===== src/rtl/regfile_dump.sv =====
// regfile_dump: walks a register-file read port over an address window
// and streams each captured word out as an address/data pair.
module regfile_dump #(
  parameter int NUM_REGS = 32,
  parameter int ADDR_W   = 5,
  parameter int DATA_W   = 32
) (
  input  logic              clk,
  input  logic              rst,
  input  logic              start,
  input  logic              abort,
  input  logic [ADDR_W-1:0] first_reg,
  input  logic [ADDR_W-1:0] last_reg,
  output logic [ADDR_W-1:0] rd_addr,
  input  logic [DATA_W-1:0] rd_data,
  output logic              out_valid,
  input  logic              out_ready,
  output logic [ADDR_W-1:0] out_addr,
  output logic [DATA_W-1:0] out_data,
  output logic              busy,
  output logic              done
);

  typedef enum logic [1:0] {
    IDLE,
    READ,
    HOLD,
    FIN
  } state_t;

  localparam logic [ADDR_W-1:0] MAX_REG =
    ADDR_W'(NUM_REGS - 1);

  state_t            state;
  state_t            state_d;
  logic [ADDR_W-1:0] cnt;
  logic [ADDR_W-1:0] cnt_d;
  logic [ADDR_W-1:0] lim;
  logic [ADDR_W-1:0] lim_d;
  logic [ADDR_W-1:0] addr_q;
  logic [ADDR_W-1:0] addr_d;
  logic [DATA_W-1:0] data_q;
  logic [DATA_W-1:0] data_d;
  logic              vld_q;
  logic              vld_d;
  logic [ADDR_W-1:0] last_cl;

  // Keep the limit inside the register file when the
  // address space is wider than the file itself.
  if (NUM_REGS < (2 ** ADDR_W)) begin : g_clamp
    assign last_cl = (last_reg > MAX_REG) ?
                     MAX_REG : last_reg;
  end else begin : g_direct
    assign last_cl = last_reg;
  end

  always_comb begin
    state_d = state;
    cnt_d   = cnt;
    lim_d   = lim;
    addr_d  = addr_q;
    data_d  = data_q;
    vld_d   = vld_q;
    if (abort) begin
      state_d = IDLE;
      vld_d   = 1'b0;
    end else begin
      unique case (1'b1)
        (state == IDLE): begin
          if (start) begin
            cnt_d = first_reg;
            lim_d = last_cl;
            if (first_reg > last_cl) begin
              state_d = FIN;
            end else begin
              state_d = READ;
            end
          end
        end
        (state == READ): begin
          data_d  = rd_data;
          addr_d  = cnt;
          vld_d   = 1'b1;
          state_d = HOLD;
        end
        (state == HOLD): begin
          // Last word stops without bumping the counter.
          if (out_ready) begin
            vld_d = 1'b0;
            if (cnt == lim) begin
              state_d = FIN;
            end else begin
              cnt_d   = cnt + 1'b1;
              state_d = READ;
            end
          end
        end
        (state == FIN): begin
          state_d = IDLE;
        end
        default: begin
          state_d = IDLE;
        end
      endcase
    end
  end

  always_ff @(posedge clk or negedge rst) begin
    if (!rst) begin
      state  <= IDLE;
      cnt    <= '0;
      lim    <= '0;
      addr_q <= '0;
      data_q <= '0;
      vld_q  <= 1'b0;
    end else begin
      state  <= state_d;
      cnt    <= cnt_d;
      lim    <= lim_d;
      addr_q <= addr_d;
      data_q <= data_d;
      vld_q  <= vld_d;
    end
  end

  assign rd_addr   = cnt;
  assign out_valid = vld_q;
  assign out_addr  = addr_q;
  assign out_data  = data_q;
  assign busy      = (state != IDLE);
  assign done      = (state == FIN);

endmodule


===== config.mk =====
export PLATFORM = sky130hd
export DESIGN_NAME = regfile_dump
export DESIGN_NICKNAME = d
export VERILOG_FILES = /design/src/rtl/regfile_dump.sv
export SDC_FILE = /design/constraint.sdc
export NUM_CORES = 1
export LEC_CHECK = 0
export CAP_MARGIN = 5
export CORE_MARGIN = 5
export CORE_UTILIZATION = 46
export DETAILED_ROUTE_END_ITERATION = 8
export PLACE_DENSITY = 0.95
export SLEW_MARGIN = 0
export SYNTH_ARGS = -nofsm -noshare
export SYNTH_HDL_FRONTEND = slang
export SYNTH_SLANG_ARGS = --single-unit

===== constraint.sdc =====
create_clock -name clk -period 4.3 [get_ports clk]
set_input_delay 0.86 -clock clk [delete_from_list [all_inputs] [get_ports clk]]
set_output_delay 0.86 -clock clk [all_outputs]
set_load 0.05 [all_outputs]

==> results of run 1 <==
cell type report:
cell class / instances / share of cell area [%]
Clock buffer: 7 / 2.59
Clock inverter: 1 / 0.150
Inverter: 9 / 1.01
Multi-Input combinational cell: 102 / 28.8
Sequential cell: 50 / 37.5
Tap cell: 67 / 2.52
Timing Repair Buffer: 92 / 27.4
Yosys cell counts:
cell type,count
nand4_1,1
nor3_1,2
nor4b_1,1
or2_2,2
o2bb2ai_1,2
or3_4,1
ha_1,6
a211o_1,3
a22oi_1,1
o221ai_1,1
mux2i_1,2
buf_1,1
xor2_1,5
o21ai_0,1
and2_1,1
a21oi_1,7
o211ai_1,1
dfrtp_1,50
buf_2,4
o21ai_2,1
buf_4,1
nor4_4,1
a2111oi_2,1
nand2b_1,1
a2111oi_0,1
a31oi_1,1
nor3b_4,1
inv_1,9
nand3_1,1
nand2_1,4
and3_1,1
mux2_2,43
or4_4,1
a311oi_1,1
nor2_1,5
nor3b_1,1
mux2_1,1
worst paths after layout:
kind | startpoint | end | slack (ns)
worst max-delay path | state[1]$_DFFE_PN0P_ | busy | 1.61
worst min register to register | out_data[18]$_DFFE_PN0P_ | out_data[18]$_DFFE_PN0P_ | 0.51
worst min-delay path | out_data[18]$_DFFE_PN0P_ | out_data[18]$_DFFE_PN0P_ | 0.51
max in group asynchronous | rst | out_data[14]$_DFFE_PN0P_ | 2.89
worst max register to register | state[0]$_DFFE_PN0P_ | rd_addr[1]$_DFFE_PN0P_ | 2.40
min in group asynchronous | rst | state[1]$_DFFE_PN0P_ | 0.75
placed cells by master (no fill, tap or decap), drive strengths merged, types with 3 or more instances in the layout:
master	n
mux2	44
xor2	5
a211o	3
nor2	5
dfrtp	50
inv	9
clkbuf	7
ha	6
clkdlybuf4s50	90
a21oi	7
nand2	4
cells by family (layout without fill, tap and decap cells):
group,after synthesis,in the layout
xor+xnor,5,5
flops,50,50
mux,46,46
buf+inv,15,109
simple gates,24,24
fa+ha+maj,6,6
compound gates,21,21
through the flow:
step                      utilization [%]  cell area [um2]
after global placement               68.2             3240
after detailed placement             68.2             3240
final                                70.1             3330
after floorplan                         -             2270
after global routing                 70.1             3330
after CTS                            70.1             3330
registers in the layout, indices dropped and copies added (netlist names):
signal,cells
rd_addr,5
lim,5
out_valid,1
state,2
out_data,32
out_addr,5
per-layer routing:
metal / track usage, % / part of all wire [%] / routed length [um]
met5: 0 / 0 / 0
met4: 4.05 / 0.85 / 43
met3: 6.61 / 9.4 / 475
met2: 26.9 / 49 / 2490
met1: 20.1 / 41 / 2060
report_power, final:
part,switching [mW],internal [mW],leakage [nW]
combinational,0.728,0.439,0.748
sequential,0.110,0.629,0.600
clock,0.144,0.130,0.0482
total,0.982,1.20,1.40
==> flow_summary_export.csv, run 1 <==
group,metric,value,unit
worst_setup_path,timing.critical_path.max_delay_family,"buffers and inverters",
finish,num-fill-cells,366,
placed_design,place.detailed.instances,320,
power,irDropWorstVdd,0.000406,V
clock_network,clkLatencyLatePin,0.29,ns
timing,max_slew_margin,29.5,%
worst_setup_path,reg2regPathDepth,4,
timing,max_slew.worst_pin.slew,1.06,ns
finish,syn2layout_area_growth,46.8,%
worst_setup_path,slowest_stage,"clkdlybuf4s50_1",
timing,finalHoldViolCount,0,
floorplanning,placement_rows,25,
synthesis,synthXorXnorAreaFrac,1.93,%
min_path,worst_hold_path_type,"reg2reg",
route,vias_per_cell,5.04,
clock_network,ctsHoldBuffers,0,
finish,drive_above_1_share,23.4,%
min_path,timing.hold.worst_path_depth,1,
floorplanning,die_y,80.3,um
grt,grtUsageTotal,16.4,%
worst_setup_path,critPathCaptureType,"primary output",
timing,post-route-min-period,2.69,ns
worst_setup_path,timing.critical_path.fanout_max,8,
clock_network,clock_sinks,50,
route,detail_route.first_pass.iterations,4,
route,route.final.wire_length,5.07,mm
run_status,outcome,"completed",
timing,final_min_period_over_clock_period,62.6,%
floorplanning,die-area,6440,um2
worst_setup_path,path_buf_inv,1,
synthesis,synthDistinctLibCells,37,
worst_setup_path,worstPathRequired,3.44,ns
timing,achievable-frequency,372,MHz
clock_network,clock_tree_from_tritoncts,"built",
floorplanning,dieWidth,80.3,um
synthesis,synth_sequential_area_ratio,55.1,%
run,max-cap-violations,0,
power,totalPowerFinal,2.18,mW
grt,grt_pass1_vias,1780,
synthesis,synthDominantAreaCellType,"dfrtp_1",
worst_setup_path,path_class,"reg2out",
finish,final-seq-area,1250,um2
floorplanning,placeableCoreArea,4750,um2
synthesis,main_combinational_cell_family_by_area_after_synthesis,"multiplexers",
clock_network,cts_made_buffers,5,
route,detailed_route_via_count,1654,
synthesis,synthAdderAreaFrac,3.31,%
clock_network,cts-root-buf,"clkbuf_8",
grt,grt_overflow,0,
synthesis,mapped_avg_cell_area,13.6,um2
clock_network,htree_num_levels,2,
power,power.leakage,1.40,nW
synthesis,synth.area.mux_share,22.7,%
synthesis,synthSimpleGateAreaFrac,7.27,%
finish,layout.nets,313,
worst_setup_path,critPathLaunchType,"register",
timing,whs,0.511,ns
timing,fin_ws,1.61,ns
synthesis,yosysWarningCount,0,
worst_setup_path,number_of_cells_on_the_critical_path,2,
timing,setup_violations,0,
synthesis,yosysTopAreaCellShare,55.1,%
synthesis,seq_cells_post_synth,50,
synthesis,syn_nets,220,
worst_setup_path,worstPathCellList,"or2_2, clkdlybuf4s50_1",
route,drt_first_iter_violations,104,
clock_network,cts_max_path_buffers,2,
worst_setup_path,cp.arrival,1.83,ns
clock_network,cts_resized,0,
synthesis,synth_compound_gate_area_share,6.83,%
finish,n_antenna_cell,0,
timing,rsz_0062_raised_after_global_routing,"false",
grt,global_route_wire_length_before_repair,8.21,mm
clock_network,postCtsSetupBuffers,0,
timing,fin_tns_setup,0,ns
grt,maximum_number_of_pins_on_one_net_before_global_route_repair,51,
timing,maxSlewViolCount,0,
timing,skew,0.00696,ns
finish,multi_input_area,960,um2
synthesis,synth_top_cells_by_area,"dfrtp_1 55%, mux2_2 21%, ha_1 3.3%",
synthesis,netlist_area,2270,um2
synthesis,netlist_instances,167,
placed_design,dpl.hpwl,3.83,mm
floorplanning,initial_core_utilization,47.8,%
placed_design,dpl_worst_slack,1.69,ns
placed_design,place.gp.congestion,0.778,
finish,stdcell_count,328,
power,power_per_cell_area,654,nW/um2
worst_setup_path,worst_path_largest_cell_delay,0.71,ns
route,drt_drc_violations_left,0,
route,detail_route.wl_per_cell,15.4,um
grt,grt_antenna_before_repair,0,
route,antenna_left,0,
clock_network,clkTransAtPathRegs,0.09,ns
placed_design,port-buffer-count,91,
floorplanning,top_level_ports,92,
No activity file was read; power rests on OpenSTA's default activity.
==> run 2: changes to the inputs <==
--- a/config.mk
+++ b/config.mk
@@ -7,9 +7,9 @@
 export LEC_CHECK = 0
 export CAP_MARGIN = 5
 export CORE_MARGIN = 5
-export CORE_UTILIZATION = 46
+export CORE_UTILIZATION = 39
 export DETAILED_ROUTE_END_ITERATION = 8
-export PLACE_DENSITY = 0.95
+export PLACE_DENSITY = 0.88
 export SLEW_MARGIN = 0
 export SYNTH_ARGS = -nofsm -noshare
 export SYNTH_HDL_FRONTEND = slang
==> constraint.sdc (replaced) <==
create_clock -name clk -period 2.2 [get_ports clk]
set_input_delay 0.44 -clock clk [delete_from_list [all_inputs] [get_ports clk]]
set_output_delay 0.44 -clock clk [all_outputs]
set_load 0.05 [all_outputs]
==> flow_summary_export.csv, run 2 (synthesized netlist as in run 1, its figures left out) <==
group,metric,value,unit
worst_setup_path,cp-startpoint,"rd_addr[3]$_DFFE_PN0P_",
finish,layout.nets,322,
grt,maximum_number_of_pins_on_one_net_before_global_route_repair,38,
floorplanning,die-area,7450,um2
worst_setup_path,critPathCaptureType,"primary output",
timing,final_min_period_over_clock_period,95.4,%
timing,finalHoldViolCount,0,
placed_design,place_area,3330,um2
power,power_per_cell_area,1280,nW/um2
route,detail_route.wl_per_cell,15.6,um
grt,grt_overflow,0,
worst_setup_path,slowest_stage,"clkdlybuf4s50_1",
finish,most_common_cell_after_layout_fill_and_taps_aside,"clkdlybuf4s50_1",
timing,fin_tns_setup,0,ns
clock_network,cts_made_buffers,5,
power,seqPwrFrac,32.2,%
timing,rsz_0062_raised_after_global_routing,"false",
grt,global_route_wire_length_before_repair,8.45,mm
worst_setup_path,cp.arrival,1.66,ns
timing,setup_violations,0,
placed_design,port-buffer-count,91,
route,route.final.wire_length,5.32,mm
route,vias_per_cell,5.01,
route,drt_drc_violations_left,0,
worst_setup_path,worstReg2RegStart,"rd_addr[0]$_DFFE_PN0P_",
placed_design,dpl.hpwl,4.14,mm
clock_network,cts-root-buf,"clkbuf_8",
floorplanning,placeableCoreArea,5570,um2
grt,grt_pass1_vias,1823,
timing,post-route-min-period,2.10,ns
worst_setup_path,worstPathCellList,"clkdlybuf4s50_1",
finish,n_antenna_cell,0,
worst_setup_path,timing.critical_path.max_delay_family,"buffers and inverters",
worst_setup_path,r2r_end,"rd_addr[1]$_DFFE_PN0P_",
clock_network,clkTransAtPathRegs,0.09,ns
run,max-cap-violations,0,
route,detailed_route_via_count,1708,
finish,syn2layout_area_growth,51.2,%
timing,achievable-frequency,476,MHz
floorplanning,top_level_ports,92,
worst_setup_path,worstPathRequired,1.76,ns
clock_network,ctsHoldBuffers,0,
finish,num-fill-cells,461,
power,irDropWorstVdd,0.000657,V
route,drt_first_iter_violations,49,
grt,grt_antenna_before_repair,0,
timing,skew,0.00578,ns
worst_setup_path,path_class,"reg2out",
power,clock_power_share,14.3,%
worst_setup_path,worst_path_largest_cell_delay,0.86,ns
power,power.leakage,1.46,nW
grt,grtUsageTotal,14.5,%
power,net-switching-power,1.94,mW
clock_network,clock_sinks,50,
worst_setup_path,number_of_cells_on_the_critical_path,1,
worst_setup_path,reg2regPathDepth,4,
clock_network,htree_num_levels,2,
floorplanning,initial_core_utilization,40.7,%
finish,drive_above_1_share,26.4,%
floorplanning,dieWidth,86.3,um
clock_network,postCtsSetupBuffers,0,
timing,max_slew.worst_pin.slew,0.538,ns
clock_network,clkLatencyLatePin,0.30,ns
finish,highest_count_cells_in_the_layout_ignoring_fill_and_taps,"87 x clkdlybuf4s50_1, 50 x dfrtp_1, 43 x mux2_2",
timing,maxSlewViolCount,0,
power,combinationalPowerShare,53.5,%
power,power.share.switching,44.2,%
worst_setup_path,timing.critical_path.fanout_max,7,
floorplanning,die_y,86.3,um
placed_design,place.gp.congestion,0.884,
clock_network,cts_max_path_buffers,2,
min_path,worst_hold_path_type,"in2async",
route,detail_route.first_pass.iterations,4,
worst_setup_path,ff_to_ff_setup_slack,0.43,ns
finish,post-route-cell-area,3430,um2
finish,largest_register_ff_count,32,
floorplanning,placement_rows,27,
power,internal_power,2.45,mW
route,antenna_left,0,
worst_setup_path,worst_setup_path_endpoint,"rd_addr[3]",
clock_network,clock_tree_from_tritoncts,"built",
worst_setup_path,critPathLaunchType,"register",
run_status,outcome,"completed",
worst_setup_path,path_buf_inv,1,
timing,max_slew_margin,64.1,%
run 2: cell count changes in the layout (fill, tap and decap cells not counted):
| cell | before | now |
|---|---|---|
| buf_12 | 0 | 1 |
| buf_4 | 1 | 10 |
| bufinv_16 | 0 | 1 |
| clkbuf_1 | 1 | 0 |
| clkbuf_8 | 6 | 5 |
| clkdlybuf4s50_1 | 90 | 87 |
| clkinv_2 | 1 | 0 |
| clkinv_4 | 0 | 1 |
| dlygate4sd2_1 | 0 | 1 |
| dlymetal6s2s_1 | 0 | 1 |
run 2: per-stage QoR:
stage,instances,total power [mW],hold WS (ns),worst slack (ns),utilization (%)
6_report,341,4.39,0.109,0.100,61.6
5_1_grt,341,4.62,0.135,0.0179,61.6
3_5_place_dp,334,3.81,0.452,0.0765,59.7
2_1_floorplan,167,2.93,0.144,0.314,-
4_1_cts,341,4.45,0.118,0.0507,61.6
3_3_place_gp,334,3.77,0.455,0.167,59.7
run 2: worst min-delay path by stage:
stage	startpoint	end	slack, ns	cells past startpoint
floorplan	rst	lim[0]$_DFFE_PN0P_	0.14	0
global placement	rst	out_data[5]$_DFFE_PN0P_	0.45	1
detailed placement	rst	out_data[5]$_DFFE_PN0P_	0.45	1
CTS	rst	out_data[14]$_DFFE_PN0P_	0.12	1
global route	rst	out_data[14]$_DFFE_PN0P_	0.13	1
finish	rst	out_data[14]$_DFFE_PN0P_	0.11	1
run 2: layout make-up:
| type | count | area (um2) | share of cell area (%) |
|---|---|---|---|
| Clock buffer | 5 | 68.8 | 2.00 |
| Clock inverter | 2 | 38.8 | 1.13 |
| Inverter | 9 | 33.8 | 0.984 |
| Multi-Input combinational cell | 102 | 960 | 27.9 |
| Sequential cell | 50 | 1250 | 36.4 |
| Tap cell | 72 | 90.1 | 2.62 |
| Timing Repair Buffer | 101 | 992 | 28.9 |
run 2: power groups by stage:
stage / logic (mW) / clock network (mW) / registers (mW)
after floorplan: 0.497 / 0 / 2.44
after global placement: 2.35 / 0 / 1.42
after detailed placement: 2.37 / 0 / 1.43
after CTS: 2.38 / 0.653 / 1.42
after global routing: 2.46 / 0.702 / 1.46
final: 2.35 / 0.629 / 1.41
run 2: routing by layer:
layer  up-vias  routed length [um]  track usage (%)
met5         -                   0                0
met1       832                2060             17.0
li1        800                   -                -
met3         7                 582             7.89
met2        69                2630             23.3
met4         0                  51             3.54
run 2: repair_timing:
action                                  in CTS  in global routing
endpoints found under the setup margin       1                  1
resized for setup                            1                  1
endpoints found under the hold margin        0                  0
